===== config.mk =====
export PLATFORM = sky130hd
export DESIGN_NAME = mem_access_unit
export DESIGN_NICKNAME = d
export VERILOG_FILES = /design/src/rtl/mem_access_unit.sv
export SDC_FILE = /design/constraint.sdc
export NUM_CORES = 1
export LEC_CHECK = 0
export ABC_AREA = 1
export CAP_MARGIN = 10
export CORE_MARGIN = 3
export CORE_UTILIZATION = 48
export CTS_CLUSTER_DIAMETER = 80
export CTS_CLUSTER_SIZE = 12
export DETAILED_ROUTE_END_ITERATION = 6
export PLACE_DENSITY = 0.93
export SETUP_SLACK_MARGIN = 0.3
export SLEW_MARGIN = 0
export SYNTH_ARGS = -nofsm -noshare
export SYNTH_HDL_FRONTEND = slang
export SYNTH_SLANG_ARGS = --single-unit

===== constraint.sdc =====
create_clock -name iClk -period 9.9 [get_ports iClk]
set_clock_uncertainty 0.1 [all_clocks]
set_input_delay 0.99 -clock iClk [delete_from_list [all_inputs] [get_ports iClk]]
set_output_delay 0.99 -clock iClk [all_outputs]
set_load 0.05 [all_outputs]

===== src/rtl/mem_access_unit.sv =====
// Load/store stage: one memory op at a time, req/ack data bus, lane steering.
// Optional misalignment rejection under MEM_MISALIGN_TRAP_EN.
module mem_access_unit #(
  parameter int cXLEN     = 32,
  parameter int cRegAddrW = 5
) (
  input  logic                 iClk,
  input  logic                 iRst,
  input  logic                 iMemValid,
  output logic                 oMemReady,
  input  logic [cXLEN-1:0]     iMemAddr,
  input  logic [cXLEN-1:0]     iMemData,
  input  logic [cRegAddrW-1:0] iMemRdAddr,
  input  logic [2:0]           iMemOpType,
  input  logic                 iMemRead,
  input  logic                 iMemWrite,
  output logic                 oBusReq,
  output logic                 oBusWe,
  output logic [cXLEN-1:0]     oBusAddr,
  output logic [cXLEN-1:0]     oBusWData,
  output logic [3:0]           oBusBe,
  input  logic                 iBusAck,
  input  logic [cXLEN-1:0]     iBusRData,
  output logic                 oWbDv,
  output logic [cRegAddrW-1:0] oWbAddr,
  output logic [cXLEN-1:0]     oWbData,
  output logic                 oErr
);

  typedef enum logic [1:0] {
    IDLE,
    REQ,
    RESP
  } state_t;

  state_t state, stateNxt;

  logic             accept;
  logic             isLoad;
  logic             isStore;
  logic             legal;
  logic [3:0]       beNxt;
  logic [cXLEN-1:0] wdNxt;
  logic [1:0]       offQ;
  logic [2:0]       typeQ;
  logic [7:0]       byteSel;
  logic [15:0]      halfSel;
  logic [cXLEN-1:0] ldData;
  logic             errQ;

  assign oMemReady = (state == IDLE) & ~iRst;
  assign accept    = iMemValid & oMemReady;
  assign isLoad    = iMemRead & ~iMemWrite;
  assign isStore   = iMemWrite & ~iMemRead;
  assign oBusReq   = (state == REQ);
  assign oErr      = errQ;
  assign oWbDv     = (state == RESP) && (oWbAddr != '0);

  always_comb begin
    legal = 1'b0;
    unique case (1'b1)
      isLoad:  legal = iMemOpType inside {3'b000, 3'b001, 3'b010,
                                          3'b100, 3'b101};
      isStore: legal = iMemOpType inside {3'b000, 3'b001, 3'b010};
      default: legal = 1'b0;
    endcase
`ifdef MEM_MISALIGN_TRAP_EN
    if (iMemOpType[1:0] == 2'b01 && iMemAddr[0])
      legal = 1'b0;
    if (iMemOpType[1:0] == 2'b10 && iMemAddr[1:0] != 2'b00)
      legal = 1'b0;
`endif
  end

  // Store lane steering; loads never assert byte enables.
  always_comb begin
    beNxt = 4'b0000;
    wdNxt = '0;
    if (isStore) begin
      unique case (iMemOpType[1:0])
        2'b00: begin
          beNxt = 4'b0001 << iMemAddr[1:0];
          wdNxt = {4{iMemData[7:0]}};
        end
        2'b01: begin
          beNxt = iMemAddr[1] ? 4'b1100 : 4'b0011;
          wdNxt = {2{iMemData[15:0]}};
        end
        default: begin
          beNxt = 4'b1111;
          wdNxt = iMemData;
        end
      endcase
    end
  end

  assign byteSel = iBusRData[{offQ, 3'b000} +: 8];
  assign halfSel = iBusRData[{offQ[1], 4'b0000} +: 16];

  always_comb begin
    unique case (typeQ)
      3'b000:  ldData = {{(cXLEN-8){byteSel[7]}}, byteSel};
      3'b001:  ldData = {{(cXLEN-16){halfSel[15]}}, halfSel};
      3'b100:  ldData = {{(cXLEN-8){1'b0}}, byteSel};
      3'b101:  ldData = {{(cXLEN-16){1'b0}}, halfSel};
      default: ldData = iBusRData;
    endcase
  end

  always_comb begin
    stateNxt = state;
    unique case (state)
      IDLE: if (accept && legal) stateNxt = REQ;
      REQ:  if (iBusAck) stateNxt = oBusWe ? IDLE : RESP;
      RESP: stateNxt = IDLE;
      default: stateNxt = IDLE;
    endcase
  end

  always_ff @(posedge iClk or posedge iRst) begin
    if (iRst)
      state <= IDLE;
    else
      state <= stateNxt;
  end

  always_ff @(posedge iClk or posedge iRst) begin
    if (iRst) begin
      errQ      <= 1'b0;
      oBusWe    <= 1'b0;
      oBusAddr  <= '0;
      oBusWData <= '0;
      oBusBe    <= 4'b0000;
      offQ      <= 2'b00;
      typeQ     <= 3'b000;
      oWbAddr   <= '0;
      oWbData   <= '0;
    end else begin
      errQ <= accept & ~legal;
      if (accept && legal) begin
        oBusWe    <= isStore;
        oBusAddr  <= {iMemAddr[cXLEN-1:2], 2'b00};
        oBusWData <= wdNxt;
        oBusBe    <= beNxt;
        offQ      <= iMemAddr[1:0];
        typeQ     <= iMemOpType;
        oWbAddr   <= iMemRdAddr;
      end
      if (state == REQ && iBusAck && !oBusWe)
        oWbData <= ldData;
    end
  end

endmodule

# == After elaboration in Yosys (flattened, before gate mapping) ==
# Index checks and enable logic that the tools add are counted.
# word_totals
register_bits,112
latch_bits,0
ramBits,0
mem_bits_ro,0
in_bits,110
output_inout_bits,110
elab_cells,58
memories,0
# classes
n_addsub,0
multipliers,0
n_div,0
n_lt_le_gt_ge,0
n_eq_ne,12
shift,3
muxes,11
n_bitwise,9
n_reduce_logical,13
# op_table
op,count
case mux 32 bit (4 select lines),1
case mux 32 bit (2 select lines),1
2-to-1 mux 32 bit,1
variable part select 32 x 6 -> 16 bit,1
variable part select 32 x 6 -> 8 bit,1
== test 3 bit (second input constant),4
nonzero test 5 bit,2
2-to-1 mux 4 bit,2
case mux 4 bit (2 select lines),1
== test 3 x 1 -> 1 bit (second input constant),2
logical NOT 3 bit,2
2-to-1 mux 2 bit,3
bitwise AND 1 bit,5
== test 2 x 1 -> 1 bit (second input constant),2
logical AND 1 bit,4
logical NOT 2 bit,2
inequality test 2 x 1 -> 1 bit (second input constant),2
inverter 1 bit,4
case mux 2 bit (2 select lines),1
left shift 1 x 2 -> 4 bit (first input constant),1
== test 3 x 2 -> 1 bit (second input constant),1
nonzero test 3 bit,1
== test 2 bit (second input constant),1
case mux 1 bit (2 select lines),1
2 further kinds,2

# == Logic depth before layout (Yosys ltp) ==
# Gate-level depths: netlist of the first run.
# depth
depth_word,6
depth_mapped,10
mapped_depth_nobuf,8

# == Least setup slack after synthesis of the first run ==
# OpenSTA, ideal clock, no wires.
# synth_path
path_type,input port to output port
from,input port iRst
to,output port oMemReady
t_arrival_ns,1.672
required_ns,8.810
slack_ns,7.138
path_stages,1
n_path_buf,0
path_cell_list,nor2_1
# synth_between
elab_chain_len,2
# synth_rtl
item,line,text
start: declaration,8,"input logic iRst,"
inverter 1 bit,51,assign oMemReady = (state == IDLE) & ~iRst;
bitwise AND 1 bit,51,
end: declaration,10,"output logic oMemReady,"
# No other way between the ends.

# == Worst setup path in the final report of the first run ==
# layout_path
from,input port iMemWrite
to,register oBusWData[1]
# layout_between
elab_cells_between_ends,6
classes_between,2 x mux; 3 x bitwise; 1 x reduce/logical
# layout_lines
item,line,text
start: declaration,16,"input logic iMemWrite,"
bitwise AND 1 bit (*),54,assign isStore = iMemWrite & ~iMemRead;
via isStore,40,logic isStore;
case mux 1 bit (2 select lines),61,unique case (1'b1)
logical AND 1 bit,140,if (accept && legal) begin
end signal: assignment,143,oBusWData <= wdNxt;
end: declaration,20,"output logic [cXLEN-1:0] oBusWData,"
# The timed path passes the listed nets; every way through them passes the cells marked *.
# A chain may end at the register's enable or synchronous reset.

==> flow_summary_export.csv, run 1 <==
group,metric,value,unit
logic_synthesis,synth-edff-count,0,
logic_synthesis,synth_seq_cells,112,
worst_hold_path,worstHoldPathCells,2,
setup_path,required,10.03,ns
power,leakage,4.22,nW
sta,max_freq,254,MHz
routing,drt_iter0_drc,525,
clock_network,holdBufCountCts,0,
placed_design,place_ws,5.45,ns
sta,slew_viol_final,0,
grt,grt_pass1_vias,5363,
grt,grt_usage,24.7,%
final_layout,syn2layout_area_growth,43.1,%
placed_design,dp.cells,1127,
routing,detail-route-antenna-nets,0,
logic_synthesis,synth.avg_cell_area,7.14,um^2
clock_network,clkSlewWorstSetupHoldPaths,0.07,ns
power,ir_worst_vdd,0.000155,V
grt,grt_pass1_wl,26200,um
sta,setup_tns,0,ns
flow_run,cap_violations,0,
setup_path,worst-r2r-cell-count,7,
setup_path,start_kind,"input port",
final_layout,diodes,0,
clock_network,root_buffer,"clkbuf_16",
power,power,2.11,mW
final_layout,drive_above_1_share,4.20,%
logic_synthesis,synth_area_leaders,"dfrtp_1, nand2_1, inv_1",
clock_network,clock_latency,0.35,ns
floorplanning,rows,39,
final_layout,layoutNonFillerInstCount,1144,
logic_synthesis,syn_inst,808,
routing,wl,17100,um
final_layout,nets,1108,
routing,drt_pre_antenna_iters,6,
routing,vias,5819,
logic_synthesis,synth_top_cell_area_share,48.6,%
clock_network,cts_tree,"done",
clock_network,h-tree-depth,3,
floorplanning,die_x,116,um
final_layout,multiInputGateArea,2450,um^2
routing,wl_per_cell,14.9,um
sta,hold_violations,0,
sta,fin_ws,5.97,ns
final_layout,fillers,898,
clock_network,clk_path_buf_depth,2,
final_layout,ff_latch_area,2800,um^2
placed_design,dpl.hpwl,12100,um
floorplanning,io_pins,220,
logic_synthesis,ys_warn_count,0,
clock_network,cts.sinks,112,
sta,setup_violations,0,
clock_network,post_cts_buffers,0,
floorplanning,die_y,116,um
sta,rsz0062_at_grt,"false",
logic_synthesis,synth_ff_type,"dfrtp_1",
setup_path,critical_path_class,"in2reg",
routing,routed_via_density,5.09,
worst_hold_path,worstHoldPathType,"reg2reg",
logic_synthesis,synthDistinctLibCells,31,
sta,period_needed,3.93,ns
routing,drcViolationCount,0,
floorplanning,core_area,11600,um^2
sta,worst_pin_slew,1.01,ns
grt,grt_max_degree,100,
grt,antenna_found_initial,0,
setup_path,worstPathArrival,4.06,ns
status,status,"complete, no violations",
floorplanning,start_util,49.9,%
setup_path,end_kind,"register",
sta,maxSlewHeadroom,32.5,%
logic_synthesis,synth_async_sr_flop_share,100,%
logic_synthesis,synth_top_area_cell,"dfrtp_1",
sta,fin_crit_sh,39.7,%
logic_synthesis,synth_area,5770,um^2
grt,overflow,0,
power,powerDensity,255,nW/um^2
clock_network,cts_buffers,9,
setup_path,crit_fanout,99,
placed_design,gp_congestion,0.910,
clock_network,post_cts_resized,0,
placed_design,portBuffers,217,
floorplanning,die_area,13400,um^2
logic_synthesis,ys_seq_area_share,48.6,%
-- placed cells by master (no fill, tap or decap), types with 2 or more instances in the layout --
cell,Yosys,layout
or2_1,8,8
inv_2,4,4
buf_4,12,2
dfrtp_1,112,112
inv_1,69,68
conb_1,1,2
nand3_1,46,46
inv_6,0,2
nor3_1,16,16
ha_1,2,2
clkdlybuf4s50_1,0,217
nand2_1,362,362
o211ai_1,3,3
inv_4,1,2
o21ai_1,12,12
a21oi_1,18,18
or2_2,12,12
nor2_1,61,60
clkbuf_16,0,9
o21ai_0,28,28
-- where the power goes --
group | switching, mW | leakage, nW | internal (mW)
registers | 0.0925 | 1.45 | 0.585
logic | 0.696 | 2.62 | 0.350
clock network | 0.180 | 0.155 | 0.202
total | 0.968 | 4.22 | 1.14
-- cells in the mapped netlist (2+ instances only) --
cell	count
dfrtp_1	112
o211ai_1	3
nand3_1	46
buf_4	12
or2_1	8
ha_1	2
o21ai_1	12
nand2_1	362
nor3_1	16
inv_2	4
inv_1	69
or2_2	12
nor2_1	61
o21ai_0	28
buf_2	15
clkbuf_1	13
buf_6	2
a21oi_1	18
-- critical path, stage by stage --
cell             delay, ns
clkdlybuf4s50_1       0.49
ha_1                  0.68
inv_2                 0.32
o21bai_2              0.27
nand3_4               0.78
o21ai_0               0.50
-- metrics by stage --
step	util, %	instance area (um^2)	hold slack [ns]
floorplan	-	5770	0.416
global placement	68.4	7910	0.361
detailed placement	68.4	7910	0.365
CTS	71.1	8220	0.384
global route	71.3	8250	0.403
finish	71.3	8250	0.382
-- kinds of logic after synthesis --
group	count (synthesis)	synth area share, %
compound gates	64	5.90
fa+ha+maj	2	0.434
buf+inv	119	9.18
flops	112	48.6
other cells	1	0.0650
simple gates	510	35.8
-- state kept, by name, summed over array words and instances, names as in the netlist --
| register | cells |
|---|---|
| oErr | 1 |
| oWbData | 32 |
| oWbAddr | 5 |
| state | 2 |
| offQ | 2 |
| oBusWData | 32 |
| oBusAddr | 30 |
| typeQ | 3 |
| oBusBe | 4 |
| oBusWe | 1 |
-- final cells by class --
| class | instances | share of cell area, % |
|---|---|---|
| clock inverters | 7 | 1.08 |
| inverters | 75 | 3.47 |
| multi-input cells | 578 | 29.7 |
| flip-flops and latches | 112 | 34.0 |
| well taps | 143 | 2.17 |
| clock buffers | 9 | 2.73 |
| repair buffers | 220 | 26.8 |
-- layer usage --
layer	vias up	GRT usage, %	routed length, um
met5	-	0	0
met3	29	7.57	1780
li1	2850	-	-
met4	0	8.04	334
met2	298	40.3	8120
met1	2642	31.6	6830
-- final timing paths --
kind	startpoint	to	slack (ns)
min in group asynchronous	iRst	oBusAddr[19]$_DFFE_PP0P_	1.08
hold reg to reg	oWbData[10]$_DFFE_PP0P_	oWbData[10]$_DFFE_PP0P_	0.38
setup / recovery	iMemWrite	oBusWData[1]$_DFFE_PP0P_	5.97
setup reg to reg	typeQ[1]$_DFFE_PP0P_	oWbData[31]$_DFFE_PP0P_	6.97
max in group asynchronous	iRst	oBusBe[1]$_DFFE_PP0P_	7.41
hold / removal	oWbData[10]$_DFFE_PP0P_	oWbData[10]$_DFFE_PP0P_	0.38
No activity file was read; power rests on OpenSTA's default activity.
==> run 2: changes to the inputs <==
- CORE_UTILIZATION: 48 -> 40
- PLACE_DENSITY: 0.93 -> 0.84
- clock period: 9.9 -> 3.6 ns (I/O delays scaled with it)
==> flow_summary_export.csv, run 2 (same netlist as run 1, synthesis figures left out) <==
group,metric,value,unit
floorplanning,io_pins,220,
floorplanning,die_y,126,um
power,powerDensity,689,nW/um^2
clock_network,clk_path_buf_depth,2,
sta,fin_ws,1.19,ns
clock_network,cts_tree,"done",
sta,fin_crit_sh,67.0,%
final_layout,fin_area,8300,um^2
final_layout,multiInputGateArea,2450,um^2
sta,worst_pin_slew,0.902,ns
final_layout,drive_above_1_share,4.67,%
clock_network,cts.sinks,112,
routing,wl,17100,um
routing,drt_iter0_drc,440,
grt,grt_max_degree,47,
setup_path,r2r_start,"offQ[1]$_DFFE_PP0P_",
final_layout,final_common_cell,"nand2_1",
routing,vias,5805,
routing,drcViolationCount,0,
setup_path,start_kind,"input port",
routing,wl_per_cell,14.4,um
status,status,"complete, no violations",
power,power,5.72,mW
grt,antenna_found_initial,0,
final_layout,ff_latch_area,2800,um^2
floorplanning,start_util,41.2,%
setup_path,end_kind,"register",
setup_path,critPathMostFrequentCell,"nor2_1",
placed_design,placed_area,8010,um^2
flow_run,cap_violations,0,
clock_network,post_cts_buffers,0,
clock_network,clock_latency,0.35,ns
worst_hold_path,worstHoldPathType,"in2async",
floorplanning,die_area,15900,um^2
setup_path,critical_path_class,"in2reg",
placed_design,portBuffers,217,
placed_design,gp_congestion,0.941,
sta,rsz0062_at_grt,"false",
sta,max_freq,415,MHz
placed_design,dp.cells,1170,
clock_network,clkSlewWorstSetupHoldPaths,0.08,ns
routing,detail-route-antenna-nets,0,
sta,setup_tns,0,ns
power,leakage,4.22,nW
grt,grt_pass1_wl,27700,um
final_layout,top_regs,"oBusWData: 32 flops, oWbData: 32 flops, oBusAddr: 30 flops",
floorplanning,die_x,126,um
grt,overflow,0,
sta,setup_violations,0,
setup_path,crit_family,"buffers and inverters",
setup_path,worstPathArrival,2.58,ns
final_layout,syn2layout_area_growth,43.9,%
clock_network,root_buffer,"clkbuf_16",
placed_design,place_ws,0.821,ns
power,ir_worst_vdd,0.000374,V
grt,grt_usage,21.5,%
floorplanning,core_area,14000,um^2
final_layout,diodes,0,
setup_path,crit_fanout,38,
final_layout,layoutNonFillerInstCount,1186,
setup_path,critPathMaxStageDelay,0.61,ns
clock_network,holdBufCountCts,0,
final_layout,final_cell_mix,"nand2_1, clkdlybuf4s50_1, dfrtp_1",
sta,slew_viol_final,0,
placed_design,dpl.hpwl,12400,um
floorplanning,rows,43,
routing,drt_pre_antenna_iters,7,
grt,grt_pass1_vias,5513,
final_layout,nets,1113,
setup_path,cp_num_buf_inv,3,
sta,hold_violations,0,
sta,period_needed,2.41,ns
setup_path,required,3.77,ns
setup_path,timing.critical_path.slowest_stage_cell,"clkdlybuf4s50_1",
setup_path,regToRegEndpoint,"oWbData[17]$_DFFE_PP0P_",
routing,routed_via_density,4.89,
clock_network,cts_buffers,9,
setup_path,path_cells,"clkdlybuf4s50_1 > inv_4 > nor2_1 > nor2_1 > nand3_4 > buf_4 > o21ai_0",
setup_path,worst-r2r-cell-count,7,
clock_network,h-tree-depth,3,
final_layout,fillers,1297,
setup_path,rrSetupSlack,1.40,ns
sta,maxSlewHeadroom,39.6,%
clock_network,post_cts_resized,0,
run 2: cell count changes in the layout (fill, tap and decap cells not counted):
cell / previous run / this run
buf_12: 0 / 1
buf_16: 1 / 0
buf_4: 2 / 7
bufinv_16: 1 / 0
clkinv_2: 1 / 0
clkinv_8: 1 / 0
clkinvlp_4: 0 / 3
inv_4: 2 / 1
inv_6: 2 / 3
run 2: report_power, final:
part / leakage (nW) / switching (mW) / internal (mW) / total, mW
registers: 1.45 / 0.239 / 1.61 / 1.85
logic: 2.64 / 1.93 / 0.967 / 2.90
clock network: 0.135 / 0.494 / 0.484 / 0.978
total: 4.22 / 2.66 / 3.06 / 5.72
run 2: worst max-delay path by stage:
stage	startpoint	endpoint	slack, ns	depth (start not counted)
final	iMemOpType[1]	oBusWData[25]$_DFFE_PP0P_	1.19	7
after global routing	iMemOpType[1]	typeQ[0]$_DFFE_PP0P_	0.97	8
after CTS	oWbAddr[3]$_DFFE_PP0P_	oWbDv	1.17	5
after detailed placement	iMemOpType[1]	oBusWData[25]$_DFFE_PP0P_	0.82	7
after global placement	iMemOpType[1]	oBusWData[30]$_DFFE_PP0P_	0.91	8
after floorplan	state[1]$_DFFE_PP0P_	oBusWData[31]$_DFFE_PP0P_	1.64	9
run 2: stage by stage:
step	utilization (%)	hold slack, ns
after global placement	57.3	0.360
final	59.3	0.343
after CTS	59.3	0.344
after floorplan	-	0.352
after global routing	59.3	0.393
after detailed placement	57.3	0.366
run 2: layout make-up:
type	count	area share, %
clock buffer	9	2.71
clock inverter	7	0.739
inverter	75	3.47
multi-input combinational	578	29.6
sequential	112	33.8
tap	180	2.71
timing repair buffer	225	27.0
run 2: metal layers:
layer / GRT usage, % / part of all wire, %
met1: 28.2 / 43
met2: 34.5 / 46
met3: 5.98 / 8.5
met4: 7.32 / 1.8
met5: 0 / 0
==> run 3: changes to the inputs <==
- clock period: 3.6 -> 2.05 ns (I/O delays scaled with it)
==> flow_summary_export.csv, run 3 (same netlist as run 1, synthesis figures left out) <==
group,metric,value,unit
grt,grt_max_degree,44,
routing,detail-route-antenna-nets,0,
setup_path,worstPathArrival,1.37,ns
setup_path,critPathMaxStageDelay,0.41,ns
setup_path,critPathMostFrequentCell,"nand3_1",
sta,slew_viol_final,0,
final_layout,layoutNonFillerInstCount,1201,
final_layout,final_core_util,60.3,%
routing,routed_via_density,4.96,
placed_design,portBuffers,217,
setup_path,end_kind,"primary output",
placed_design,place_ws,0.0546,ns
final_layout,syn2layout_area_growth,46.1,%
setup_path,path_cells,"nor3_1 > nand3_1 > nand3_1 > inv_1 > buf_4",
placed_design,gp_congestion,0.859,
setup_path,timing.critical_path.slowest_stage_cell,"dfrtp_1",
final_layout,nets,1128,
floorplanning,rows,43,
setup_path,regToRegEndpoint,"oWbData[4]$_DFFE_PP0P_",
floorplanning,io_pins,220,
sta,setup_tns,0,ns
final_layout,drive_above_1_share,6.76,%
setup_path,endpoint,"oWbDv",
placed_design,dpl.hpwl,12700,um
floorplanning,start_util,41.2,%
setup_path,start_kind,"register",
routing,drt_iter0_drc,458,
clock_network,cts_buffers,9,
clock_network,cts.sinks,112,
clock_network,root_buffer,"clkbuf_16",
final_layout,final_cell_mix,"nand2_1, dfrtp_1, clkdlybuf4s50_1",
setup_path,worst-r2r-cell-count,7,
power,ir_worst_vdd,0.000741,V
grt,overflow,0,
status,status,"complete, no violations",
routing,drcViolationCount,0,
sta,fin_crit_sh,81.7,%
final_layout,final_common_cell,"nand2_1",
grt,grt_pass1_wl,28500,um
placed_design,dp.cells,1184,
routing,wl_per_cell,14.6,um
power,powerDensity,1180,nW/um^2
clock_network,clock_latency,0.36,ns
setup_path,crit_start,"oWbAddr[3]$_DFFE_PP0P_",
grt,grt_pass1_vias,5621,
clock_network,h-tree-depth,3,
final_layout,top_regs,"oBusWData: 32 flops, oWbData: 32 flops, oBusAddr: 30 flops",
setup_path,crit_fanout,3,
clock_network,clkSlewWorstSetupHoldPaths,0.08,ns
setup_path,critical_path_class,"reg2out",
sta,period_needed,1.68,ns
sta,max_freq,597,MHz
floorplanning,die_area,15900,um^2
sta,setup_violations,0,
clock_network,clk_path_buf_depth,2,
flow_run,cap_violations,0,
power,leakage,4.69,nW
worst_hold_path,worstHoldPathType,"in2async",
floorplanning,die_y,126,um
routing,drt_pre_antenna_iters,5,
floorplanning,core_area,14000,um^2
floorplanning,die_x,126,um
sta,hold_ws,0.202,ns
setup_path,required,1.75,ns
sta,maxSlewHeadroom,62.6,%
routing,wl,17500,um
sta,worst_pin_slew,0.564,ns
clock_network,holdBufCountCts,0,
setup_path,rrSetupSlack,0.47,ns
sta,rsz0062_at_grt,"false",
clock_network,cts_tree,"done",
grt,antenna_found_initial,0,
sta,hold_violations,0,
grt,grt_usage,22.1,%
final_layout,diodes,0,
sta,fin_ws,0.374,ns
setup_path,r2r_start,"offQ[1]$_DFFE_PP0P_",
routing,vias,5953,
[run 3: where the power goes]
part	leakage, nW	internal [mW]	total, mW	switching, mW
Clock	0.153	1.08	1.92	0.843
Combinational	3.10	1.35	4.81	3.46
Sequential	1.44	2.83	3.20	0.371
[run 3: per-layer routing]
| metal | track usage, % | wire length [um] |
|---|---|---|
| met5 | 0 | 0 |
| met4 | 6.56 | 335 |
| met3 | 7.68 | 1850 |
| met2 | 34.4 | 7990 |
| met1 | 29.3 | 7330 |
[run 3: cell type report]
type,count,area (um^2)
Clock buffer,10,229
Clock inverter,6,90.1
Fill cell,1268,5560
Inverter,75,290
Multi-Input combinational cell,578,2480
Sequential cell,112,2800
Tap cell,180,225
Timing Repair Buffer,240,2310
[run 3: worst max-delay path, delay by kind of cell (launching register included)]
family / cells / cell delay [ns]
and+or+nand+nor: 3 / 0.39
buffers and inverters: 2 / 0.22
DFF: 1 / 0.41
[run 3: how the worst min path moves through the flow]
stage                                         from                       end  slack [ns]
final                                         iRst  oBusAddr[27]$_DFFE_PP0P_        0.20
after global routing                          iRst  oBusAddr[27]$_DFFE_PP0P_        0.23
after CTS                                     iRst  oBusAddr[27]$_DFFE_PP0P_        0.21
after detailed placement   oBusAddr[3]$_DFFE_PP0P_   oBusAddr[3]$_DFFE_PP0P_        0.36
after global placement    oBusAddr[15]$_DFFE_PP0P_  oBusAddr[15]$_DFFE_PP0P_        0.36
after floorplan                            iBusAck      state[0]$_DFFE_PP0P_        0.20
[run 3: what timing repair did]
action	4_1_cts	5_1_grt
endpoints found under the setup margin	131	28
buffers inserted	0	1
gates resized for setup	107	7
pin swaps	0	0
[run 3: stage by stage]
stage	area (um^2)	power, mW
global placement	8200	8.38
CTS	8400	9.97
floorplan	5780	6.57
finish	8430	9.93
detailed placement	8200	8.45
global route	8430	10.5
